### src/rtl/uart_pkg.sv
// Shared UART definitions: receiver/transmitter state encoding and default frame geometry.
package uart_pkg;

    typedef enum logic [2:0] {
        IDLE,
        START,
        DATA,
        STOP,
        BREAK
    } uart_state_e;

    localparam int UART_DATA_BITS  = 8;
    localparam int UART_OVERSAMPLE = 16;

endpackage

### src/rtl/uart_rx_if.sv
// Byte output channel of the UART receiver: valid/ready data plus error/status pulses.
interface uart_rx_if
    import uart_pkg::*;
#(
    parameter int DATA_BITS = UART_DATA_BITS
);
    logic [DATA_BITS-1:0] rx_data;
    logic                 rx_valid;
    logic                 rx_ready;
    logic                 frame_err;
    logic                 overrun_err;
    logic                 busy;

    modport master (
        output rx_data, rx_valid, frame_err, overrun_err, busy,
        input  rx_ready
    );

    modport slave (
        input  rx_data, rx_valid, frame_err, overrun_err, busy,
        output rx_ready
    );
endinterface

### src/rtl/uart_rx_sync_2ff.sv
// Two-flop synchroniser for a single asynchronous pad input; reset value selectable.
module sync_2ff #(
    parameter logic RST_VAL = 1'b1
) (
    input  logic i_clk,
    input  logic i_rst,
    input  logic i_d,
    output logic o_q
);
    logic r_meta;
    logic r_sync;

    always_ff @(posedge i_clk) begin
        if (i_rst) begin
            r_meta <= RST_VAL;
            r_sync <= RST_VAL;
        end else begin
            r_meta <= i_d;
            r_sync <= r_meta;
        end
    end

    assign o_q = r_sync;
endmodule

### src/rtl/uart_rx.sv
// UART receiver (8N1 default): oversampled start/data/stop decode feeding a
// one-entry valid/ready holding register with frame and overrun error pulses.
module uart_rx
    import uart_pkg::*;
#(
    parameter int DATA_BITS  = UART_DATA_BITS,
    parameter int OVERSAMPLE = UART_OVERSAMPLE
) (
    input  logic        clk_in,
    input  logic        rst,
    input  logic        tick_16x,
    input  logic        rx_in,
    uart_rx_if.master   bus
);
    localparam int CW = $clog2(OVERSAMPLE);
    localparam int BW = $clog2(DATA_BITS + 1);

    localparam logic [CW-1:0] CNT_HALF = CW'(OVERSAMPLE / 2 - 1);
    localparam logic [CW-1:0] CNT_LAST = CW'(OVERSAMPLE - 1);
    localparam logic [BW-1:0] BIT_LAST = BW'(DATA_BITS - 1);

    logic                 w_rx_s;
    uart_state_e          r_state;
    logic [CW-1:0]        r_cnt;
    logic [BW-1:0]        r_bit;
    logic [DATA_BITS-1:0] r_shift;
    logic [DATA_BITS-1:0] r_data;
    logic                 r_valid;
    logic                 r_frame_err;
    logic                 r_overrun_err;
    logic                 r_busy;

    sync_2ff #(.RST_VAL(1'b1)) u_sync (
        .i_clk (clk_in),
        .i_rst (rst),
        .i_d   (rx_in),
        .o_q   (w_rx_s)
    );

    always_ff @(posedge clk_in) begin
        if (rst) begin
            r_state       <= IDLE;
            r_cnt         <= '0;
            r_bit         <= '0;
            r_shift       <= '0;
            r_data        <= '0;
            r_valid       <= 1'b0;
            r_frame_err   <= 1'b0;
            r_overrun_err <= 1'b0;
            r_busy        <= 1'b0;
        end else begin
            r_frame_err   <= 1'b0;
            r_overrun_err <= 1'b0;
            // Consumer handshake; a deliver below in the same cycle overrides the clear.
            if (r_valid && bus.rx_ready)
                r_valid <= 1'b0;

            case (r_state)
                IDLE: begin
                    if (!w_rx_s) begin
                        r_state <= START;
                        r_cnt   <= '0;
                        r_busy  <= 1'b1;
                    end
                end

                START: begin
                    if (tick_16x) begin
                        if (r_cnt == CNT_HALF) begin
                            if (!w_rx_s) begin
                                r_state <= DATA;
                                r_cnt   <= '0;
                                r_bit   <= '0;
                            end else begin
                                r_state <= IDLE;
                                r_busy  <= 1'b0;
                            end
                        end else begin
                            r_cnt <= r_cnt + 1'b1;
                        end
                    end
                end

                DATA: begin
                    if (tick_16x) begin
                        if (r_cnt == CNT_LAST) begin
                            // LSB arrives first, so shift in from the top.
                            r_shift <= {w_rx_s, r_shift[DATA_BITS-1:1]};
                            r_cnt   <= '0;
                            r_bit   <= r_bit + 1'b1;
                            if (r_bit == BIT_LAST)
                                r_state <= STOP;
                        end else begin
                            r_cnt <= r_cnt + 1'b1;
                        end
                    end
                end

                STOP: begin
                    if (tick_16x) begin
                        if (r_cnt == CNT_LAST) begin
                            r_cnt <= '0;
                            if (w_rx_s) begin
                                r_state <= IDLE;
                                r_busy  <= 1'b0;
                                if (!r_valid || bus.rx_ready) begin
                                    r_data  <= r_shift;
                                    r_valid <= 1'b1;
                                end else begin
                                    r_overrun_err <= 1'b1;
                                end
                            end else begin
                                r_frame_err <= 1'b1;
                                r_state     <= BREAK;
                            end
                        end else begin
                            r_cnt <= r_cnt + 1'b1;
                        end
                    end
                end

                BREAK: begin
                    // Hold off until the line recovers so a stuck-low line is not read as 0x00 frames.
                    if (w_rx_s) begin
                        r_state <= IDLE;
                        r_busy  <= 1'b0;
                    end
                end

                default: begin
                    r_state <= IDLE;
                    r_busy  <= 1'b0;
                end
            endcase
        end
    end

    assign bus.rx_data     = r_data;
    assign bus.rx_valid    = r_valid;
    assign bus.frame_err   = r_frame_err;
    assign bus.overrun_err = r_overrun_err;
    assign bus.busy        = r_busy;
endmodule

### src/flat_wrapper.sv
// flat-port wrapper written by rule: the top's interface ports become plain ports
module uart_rx_flat import uart_pkg::*;
#(
    parameter int DATA_BITS  = UART_DATA_BITS,
    parameter int OVERSAMPLE = UART_OVERSAMPLE
)
  (clk_in, rst, tick_16x, rx_in, bus_rx_data, bus_rx_valid, bus_frame_err, bus_overrun_err, bus_busy, bus_rx_ready);
  uart_rx_if #(.DATA_BITS(DATA_BITS)) bus_i ();
  input  logic clk_in;
  input  logic rst;
  input  logic tick_16x;
  input  logic rx_in;
  output wire logic [$bits(bus_i.rx_data)-1:0] bus_rx_data;
  output wire logic [$bits(bus_i.rx_valid)-1:0] bus_rx_valid;
  output wire logic [$bits(bus_i.frame_err)-1:0] bus_frame_err;
  output wire logic [$bits(bus_i.overrun_err)-1:0] bus_overrun_err;
  output wire logic [$bits(bus_i.busy)-1:0] bus_busy;
  input wire logic [$bits(bus_i.rx_ready)-1:0] bus_rx_ready;
  assign bus_rx_data = bus_i.rx_data;
  assign bus_rx_valid = bus_i.rx_valid;
  assign bus_frame_err = bus_i.frame_err;
  assign bus_overrun_err = bus_i.overrun_err;
  assign bus_busy = bus_i.busy;
  assign bus_i.rx_ready = bus_rx_ready;
  uart_rx #(.DATA_BITS(DATA_BITS), .OVERSAMPLE(OVERSAMPLE)) u_core (.clk_in(clk_in), .rst(rst), .tick_16x(tick_16x), .rx_in(rx_in), .bus(bus_i));
endmodule
### config.mk
export PLATFORM = sky130hd
export DESIGN_NAME = uart_rx_flat
export DESIGN_NICKNAME = d
export VERILOG_FILES = /design/src/rtl/uart_pkg.sv /design/src/rtl/uart_rx_if.sv /design/src/rtl/uart_rx_sync_2ff.sv /design/src/rtl/uart_rx.sv /design/src/flat_wrapper.sv
export SDC_FILE = /design/constraint.sdc
export NUM_CORES = 1
export LEC_CHECK = 0
export CAP_MARGIN = 25
export CORE_MARGIN = 3
export CORE_UTILIZATION = 54
export CTS_CLUSTER_SIZE = 10
export DETAILED_ROUTE_END_ITERATION = 8
export GPL_TIMING_DRIVEN = 0
export PLACE_DENSITY = 0.88
export SKIP_CTS_REPAIR_TIMING = 1
export SLEW_MARGIN = 0
export SYNTH_ARGS = -nofsm -noshare
export SYNTH_HDL_FRONTEND = slang
export SYNTH_SLANG_ARGS = --single-unit
### constraint.sdc
create_clock -name clk_in -period 4.55 [get_ports clk_in]
set_input_delay 0.6825 -clock clk_in [delete_from_list [all_inputs] [get_ports clk_in]]
set_output_delay 0.6825 -clock clk_in [all_outputs]
set_load 0.02 [all_outputs]
==> Word level (Yosys, flattened, before mapping) <==
Cells that the tools add are included.
{ "word_totals": {"in_bits": 5, "ff_bits": 33, "elab_cells": 90, "latch_bits": 0, "ramBits": 0, "out_inout_bits": 12, "mem_bits_ro": 0, "n_memories": 0} }
{ "classes": {"n_addsub": 2, "n_lt_le_gt_ge": 0, "n_bitwise": 5, "eq_ne": 18, "mul": 0, "n_shift": 0, "reduce_logical": 15, "mux": 39, "div_mod_pow": 0} }
{ "ops": {"columns": ["operator", "count"], "rows": [
  ["$mux W4", 10],
  ["$mux W3", 10],
  ["$pmux W3 S5", 1],
  ["$mux W1", 14],
  ["$ne A2 B2 Y1 const B", 6],
  ["$pmux W4 S3", 1],
  ["$reduce_and A6 Y1", 2],
  ["$ne A2 B1 Y1 const B", 5],
  ["$reduce_and A9 Y1", 1],
  ["$add A4 B1 Y4 const B", 2],
  ["$eq A4 B3 Y1 const B", 2],
  ["$pmux W4 S2", 1],
  ["$eq A3 B2 Y1 const B", 2],
  ["$reduce_and A3 Y1", 2],
  ["$not A1 Y1", 5],
  ["$pmux W1 S5", 1],
  ["$reduce_and A5 Y1", 1],
  ["$reduce_or A5 Y1", 1],
  ["$eq A4 B4 Y1 const B", 1],
  ["$reduce_or A4 Y1", 1],
  ["$eq A3 B1 Y1 const B", 1],
  ["$eq A3 B3 Y1 const B", 1],
  ["$logic_not A3 Y1", 1],
  ["$reduce_bool A3 Y1", 1],
  ["6 further kinds", 6]
]} }

==> Depth between registers and ports, before layout <==
Gate-level depths: netlist of the first run.
{ "logic_depth": {"depth_word": 7, "mapped_depth": 7, "ltp_nobuf": 5} }

==> Hierarchy <==
A second synthesis of the first run with hierarchy kept.
{ "unflattened": {"hier_cells": 159, "hier_area_um2": 1482.7} }
{ "modules_own_cells": {"columns": ["mod", "instances", "seq_area_each_um2", "cells_per_inst", "area_each_um2"], "rows": [
  ["uart_rx", 1, 620.6, 155, 1430.1],
  ["sync_2ff", 1, 40.0, 4, 52.6]
]} }

==> Least setup slack after synthesis of the first run <==
OpenSTA, ideal clock, no wires.
{ "synth_path": {"kind": "register -> register", "startpoint": "register u_core.r_cnt[0]", "endpoint": "register u_core.r_shift[7]", "slack_ps": 2896, "setup_time_ps": 128, "synth_period_minus_slack_ps": 1654, "arrival_time_ps": 1527, "path_buffers": 2, "required_time_ps": 4422, "stages_incl_launch_ff": 8, "path_cell_list": "dfxtp_1 -> ha_1 -> and4_1 -> buf_4 -> nor2b_1 -> buf_4 -> mux2i_1 -> nor2_1"} }
{ "synth_between": {"elab_chain_cells": 2} }
{ "synth_rtl": {"columns": ["element", "line_no", "source"], "rows": [
  ["from (decl)", "uart_rx.sv:24", "logic [CW-1:0] r_cnt;"],
  ["from (signal assigned)", "uart_rx.sv:79", "r_cnt <= r_cnt + 1'b1;"],
  ["from (signal assigned)", "uart_rx.sv:94", "r_cnt <= r_cnt + 1'b1;"],
  ["from (signal assigned)", "uart_rx.sv:117", "r_cnt <= r_cnt + 1'b1;"],
  ["$eq A4 B4 Y1", "uart_rx.sv:86", "if (r_cnt == CNT_LAST) begin"],
  ["$reduce_and A3 Y1 (no source line)", null, null],
  ["to (signal assigned)", "uart_rx.sv:88", "r_shift <= {w_rx_s, r_shift[DATA_BITS-1:1]};"],
  ["to (decl)", "uart_rx.sv:26", "logic [DATA_BITS-1:0] r_shift;"]
]} }
Every way passes these cells.
A chain may end at the register's enable or synchronous reset.

==> Final worst setup path of the first run <==
{ "layout_path": {"startpoint": "input port tick_16x", "endpoint": "register u_core.r_data[4] (netlist: u_core.bus.rx_data[4])"} }
{ "layout_between": {"elab_chain_cells": 1} }
{ "layout_rtl": {"columns": ["element", "line_no", "source"], "rows": [
  ["from (decl)", "flat_wrapper.sv:11", "input logic tick_16x;"],
  ["$reduce_and A5 Y1 (no source line)", null, null],
  ["to (signal assigned)", "uart_rx.sv:107", "r_data <= r_shift;"],
  ["to (decl)", "uart_rx.sv:27", "logic [DATA_BITS-1:0] r_data;"]
]} }
Every way passes these cells.

==> results of run 1 <==
-- final cells by class --
cell class / count / area, um2 / share of cell area (%)
repair buffers: 16 / 160 / 9.17
multi-input cells: 111 / 764 / 43.8
clock buffers: 5 / 37.5 / 2.15
inverters: 4 / 15.0 / 0.860
clock inverters: 1 / 5.00 / 0.287
flip-flops and latches: 33 / 661 / 37.8
well taps: 30 / 37.5 / 2.15
plain buffers: 11 / 66.3 / 3.80
-- worst max-delay path: cells and delay by family --
kind | cells | cell delay (ps)
buf+inv | 2 | 690
mux | 1 | 260
simple gates | 3 | 600
-- worst min-delay path by stage --
stage                     slack (ps)  depth (start not counted)                end                 start
after floorplan                  390                          1  u_core.u_sync.o_q  u_core.u_sync.r_meta
after global placement           400                          1  u_core.u_sync.o_q  u_core.u_sync.r_meta
after detailed placement         440                          1  u_core.u_sync.o_q  u_core.u_sync.r_meta
after CTS                        460                          1  u_core.u_sync.o_q  u_core.u_sync.r_meta
after global routing             460                          1  u_core.u_sync.o_q  u_core.u_sync.r_meta
final                            450                          1  u_core.u_sync.o_q  u_core.u_sync.r_meta
-- stage by stage --
stage	utilization [%]	instance area [um2]
2_1_floorplan	-	1510
3_3_place_gp	66.4	1700
3_5_place_dp	66.4	1700
4_1_cts	68.0	1750
5_1_grt	68.0	1750
6_report	68.0	1750
-- logic make-up after synthesis --
family	count (synthesis)	synth area share [%]
flops	33	43.9
compound gates	30	14.8
simple gates	60	21.3
fa+ha+maj	3	2.33
xor+xnor	1	1.08
buf+inv	15	5.40
mux	17	11.3
-- power groups by stage --
stage / logic, mW / clock network (mW) / registers [mW]
2_1_floorplan: 0.0174 / 0 / 0.301
3_3_place_gp: 0.0278 / 0 / 0.300
3_5_place_dp: 0.0285 / 0 / 0.301
4_1_cts: 0.0287 / 0.150 / 0.294
5_1_grt: 0.0317 / 0.163 / 0.295
6_report: 0.0290 / 0.146 / 0.294
-- flip-flops by register name, indices dropped and copies added (netlist names) --
signal and count:
u_core.bus.rx_valid 1, u_core.r_bit 4, u_core.bus.frame_err 1, u_core.r_state 3, u_core.u_sync.o_q 1, u_core.bus.overrun_err 1, u_core.r_shift 8, u_core.r_cnt 4
u_core.bus.busy 1, u_core.bus.rx_data 8, u_core.u_sync.r_meta 1
-- cells in the final DEF, fill, tap and decap left out, drive strengths merged, types with 2 or more instances in the layout --
| master | instances |
|---|---|
| o21ai | 5 |
| a21oi | 8 |
| a41oi | 2 |
| dfxtp | 33 |
| nand4 | 4 |
| a31oi | 2 |
| buf | 6 |
| nor3 | 4 |
| clkdlybuf4s50 | 16 |
| inv | 3 |
| nand3 | 8 |
| nor2 | 23 |
| and3b | 2 |
| clkinv | 2 |
| or2 | 2 |
| a311oi | 2 |
| nand2 | 3 |
| and3 | 2 |
| ha | 2 |
| a22oi | 2 |
| nand2b | 2 |
| nor2b | 2 |
| clkbuf | 10 |
| mux2i | 17 |
-- metal layers --
layer	GRT usage, %	wire [um]
met1	24.6	1370
met3	7.24	184
met4	7.44	29
met2	33.1	1510
met5	0	0
==> results_dict.tcl, run 1 <==
set metrics [dict create \
    cts.clk_slew.worst_paths_ps 100 \
    ir_worst_vdd_mv 0.276 \
    fin_skew_ps 10.4 \
    sw_frac_of_total_pct 23.7 \
    core_um2 2570 \
    grt_pass1_vias 1198 \
    synthTopCellsByCount "33 x dfxtp_1, 23 x nor2_1, 17 x mux2i_1, 8 x a21oi_1, 8 x nand3_1" \
    netlist.area_leader.share_pct 43.9 \
    die_w_um 58.8 \
    placed_cells 205 \
    yosys-top-cells-area "dfxtp_1 44%, mux2i_1 11%, nor2_1 5.7%" \
    n_antenna_cell 0 \
    io_pins 17 \
    path_max_fanout 8 \
    stdcell_count 211 \
    fin_crit_ps 2020 \
    slowest_delay_ps 530 \
    switchingPower_mw 0.111 \
    yosysMostFrequentCell "dfxtp_1" \
    wl_um 3100 \
    critPathCapture "u_core.bus.rx_data[4]" \
    synthDistinctLibCells 46 \
    die_h_um 58.8 \
    crit_type "input port to register" \
    cts-root-buf "clkbuf_4" \
    synth_top_cell_by_area "dfxtp_1" \
    r2r_slack_ps 2600 \
    drtIter0Drc 67 \
    p_leak_nw 0.663 \
    drtAntennaViolNets 0 \
    dpl.hpwl_um 2200 \
    grtUsageTotal_pct 20.3 \
    timing.fmax_ghz 0.495 \
    post-place-ws_ps 2200 \
    start_util_pct 58.7 \
    crit_chain "clkdlybuf4s50_1, and4_1, buf_4, nand4_2, mux2i_1, nor2_1" \
    intPower_mw 0.358 \
    avgViaCountPerCell 5.99 \
    finalSetupTns_ps 0 \
    num-fill-cells 206 \
    status "finished, final reports clean" \
    timing.rr.end "u_core.bus.rx_data[4]" \
    critPathLaunch "tick_16x" \
    fin_ws_ps 2530 \
    setup_viol 0 \
    worst_pin_slew_ps 606 \
    antenna_found_initial 0 \
    num-nets-final 189 \
    hold_violations 0 \
    firstDrtPassIters 5 \
    syn_area_um2 1510 \
    worstPathArrival_ps 2220 \
    drc_errors 0 \
    p_comb_share_pct 6.2 \
    slowest_stage "clkdlybuf4s50_1" \
    crit_required_ps 4750 \
    crit_path_end_kind "register" \
    holdWs_ps 447 \
    clkPwrFrac_pct 31.2 \
    cts_max_path_buffers 2 \
    synth_edf_count 0 \
    insertion_delay_ps 330 \
    r2r-start "u_core.r_cnt[0]" \
    power_mw 0.469 \
    numCtsBuffers 5 \
    synth_nets 166 \
    num_rows 18 \
    ys.flop_type "dfxtp_1" \
    grt_overflow 0 \
    netlist_instances 159 \
    grt_max_degree 11 \
    fin_crit_sh_pct 44.4 \
    rsz0062_at_grt "no" \
    h-tree-depth 2 \
    grt_pass1_wl_um 5410 \
    slew_headroom_pct 59.5 \
    slew_viol_final 0 \
    syn2layout_area_growth_pct 15.9 \
    ys.warnings.count 0 \
    yosysSeqAreaShare_pct 43.9 \
    async_reset_ff_share_pct 0 \
    cts_tree "yes" \
    cap_violations 0 \
    syn_area_per_cell_um2 9.47 \
    wire_per_inst_um 14.7 \
    clkSinkCount 33 \
    gp_congestion 0.862 \
    worst-r2r-cell-count 6 \
    powerDensity_nw_per_um2 269 \
    seqPwrFrac_pct 62.7 \
    synth_seq_cells 33 \
    die_area_um2 3460 \
    vias 1264 \
    critPathLaunchType "input port" \
    portBuffers 16 \
    worstHoldPathType "register to register" \
    drive_gt1_share_pct 9.94 \
]
Power figures use the tool's default switching activity.
==> run 2, diff against run 1 <==
Clock period 4.55 ns to 2 ns, I/O delays scaled along.
==> results_dict.tcl, run 2 (synthesized netlist as in run 1, its figures left out) <==
set metrics [dict create \
    clkPwrFrac_pct 31.0 \
    use_met1_pct 24.6 \
    p_comb_share_pct 6.2 \
    worstHoldPathCells 1 \
    switchingPower_mw 0.252 \
    grt_max_degree 11 \
    wire_per_inst_um 14.9 \
    grt_use_met2_pct 33.1 \
    firstDrtPassIters 4 \
    worstPathArrival_ps 2070 \
    syn2layout_area_growth_pct 16.7 \
    cts.clk_slew.worst_paths_ps 90 \
    p_leak_nw 0.660 \
    io_pins 17 \
    grt_pass1_vias 1198 \
    core_um2 2570 \
    avgViaCountPerCell 6.06 \
    mostFrequentLayoutCell "dfxtp_1" \
    dpl.hpwl_um 2200 \
    insertion_delay_ps 330 \
    drive_gt1_share_pct 10.5 \
    portBuffers 16 \
    worst-r2r-cell-count 7 \
    setup_viol 0 \
    whs_endpoint "u_core.u_sync.o_q" \
    sw_frac_of_total_pct 23.6 \
    fin_crit_ps 1850 \
    die_h_um 58.8 \
    cap_violations 0 \
    fin_crit_sh_pct 92.6 \
    r2r_slack_ps 150 \
    finalSetupTns_ps 0 \
    seqPwrFrac_pct 62.7 \
    hold_violations 0 \
    fin_skew_ps 9.75 \
    ir_worst_vdd_mv 0.627 \
    grt_pass1_wl_um 5410 \
    slew_viol_final 0 \
    num-fill-cells 203 \
    critPathBufInv 2 \
    die_area_um2 3460 \
    path_max_fanout 10 \
    met3_usage_pct 7.24 \
    cts_max_path_buffers 2 \
    post_dp_cell_area_um2 1700 \
    crit_required_ps 2220 \
    cp.depth 7 \
    crit_path_frequent_cell "buf_4" \
    r2r-start "u_core.r_cnt[0]" \
    final_cell_mix "33 x dfxtp_1, 23 x nor2_1, 17 x mux2i_1" \
    worstHoldPathType "register to register" \
    gp_congestion 0.862 \
    min_from "u_core.u_sync.r_meta" \
    antenna_found_initial 0 \
    intPower_mw 0.815 \
    timing.rr.end "u_core.r_shift[4]" \
    slew_headroom_pct 59.9 \
    h-tree-depth 2 \
    top_usage_layer "met2" \
    status "finished, final reports clean" \
    n_antenna_cell 0 \
    timing.fmax_ghz 0.540 \
    num-nets-final 189 \
    grt_overflow 0 \
    clkSinkCount 33 \
    vias 1279 \
    crit_path_end_kind "register" \
    crit_chain "ha_2, and4_1, buf_4, nor2b_1, buf_4, mux2i_1, nor2_1" \
    fin_area_um2 1760 \
    drtIter0Drc 65 \
    cts_tree "yes" \
    slowest_stage "dfxtp_1" \
    drtAntennaViolNets 0 \
    cts-root-buf "clkbuf_4" \
    wl_um 3140 \
    critPathLaunchType "register" \
    grtUsageTotal_pct 20.3 \
    slowest_delay_ps 430 \
    cpLargestDelayFamily "flip-flops" \
    num_rows 18 \
    numCtsBuffers 5 \
    drc_errors 0 \
    die_w_um 58.8 \
    crit_type "register to register" \
    worst_pin_slew_ps 601 \
    power_mw 1.07 \
    rsz0062_at_grt "no" \
    start_util_pct 58.7 \
    powerDensity_nw_per_um2 607 \
]
## run 2: cell counts in the layout (fill, tap and decap cells not counted)
Identical to the previous run, type by type.
## run 2: power by group through the flow
stage / clock, mW / combinational (mW) / sequential [mW]
after global routing: 0.372 / 0.0723 / 0.671
after floorplan: 0 / 0.0397 / 0.685
after CTS: 0.342 / 0.0654 / 0.669
after detailed placement: 0 / 0.0649 / 0.684
after global placement: 0 / 0.0633 / 0.684
final: 0.331 / 0.0663 / 0.669
## run 2: layout make-up
cell class                      count  area (um2)  share of cell area [%]
Clock buffer                        5        37.5                    2.14
Buffer                             11        66.3                    3.77
Sequential cell                    33         661                    37.6
Multi-Input combinational cell    111         776                    44.1
Clock inverter                      1        5.00                   0.285
Timing Repair Buffer               16         160                    9.11
Tap cell                           30        37.5                    2.14
Inverter                            4        15.0                   0.854
## run 2: worst reg2reg max path, delay by kind of cell, from the launching register on
kind                       cells  cell delay, ps
buffers and inverters          2             370
adders and majority gates      1             310
muxes                          1             220
DFF                            1             430
and+or+nand+nor                3             410
## run 2: through the flow
| stage | std cells | setup WS (ps) | utilization, % | hold slack (ps) |
|---|---|---|---|---|
| detailed placement | 205 | 34.1 | 66.4 | 435 |
| floorplan | 159 | 346 | - | 389 |
| CTS | 211 | 74.3 | 68.0 | 456 |
| global placement | 205 | 90.6 | 66.4 | 397 |
| finish | 211 | 149 | 68.5 | 456 |
| global route | 211 | 9.98 | 68.5 | 460 |
## run 2: worst max path at each step
stage	start	to	slack [ps]
detailed placement	tick_16x	u_core.bus.rx_data[4]	30
finish	u_core.r_cnt[0]	u_core.r_shift[4]	150
global placement	tick_16x	u_core.bus.rx_data[2]	90
CTS	u_core.r_cnt[0]	u_core.bus.rx_data[4]	70
floorplan	u_core.r_cnt[0]	u_core.r_shift[7]	350
global route	u_core.r_cnt[0]	u_core.r_shift[7]	10
## run 2: per-layer routing
metal / share of wire (%) / vias up
met4: 2.1 / 0
met3: 7.1 / 11
met5: 0 / -
met2: 49 / 49
li1: - / 621
met1: 42 / 598
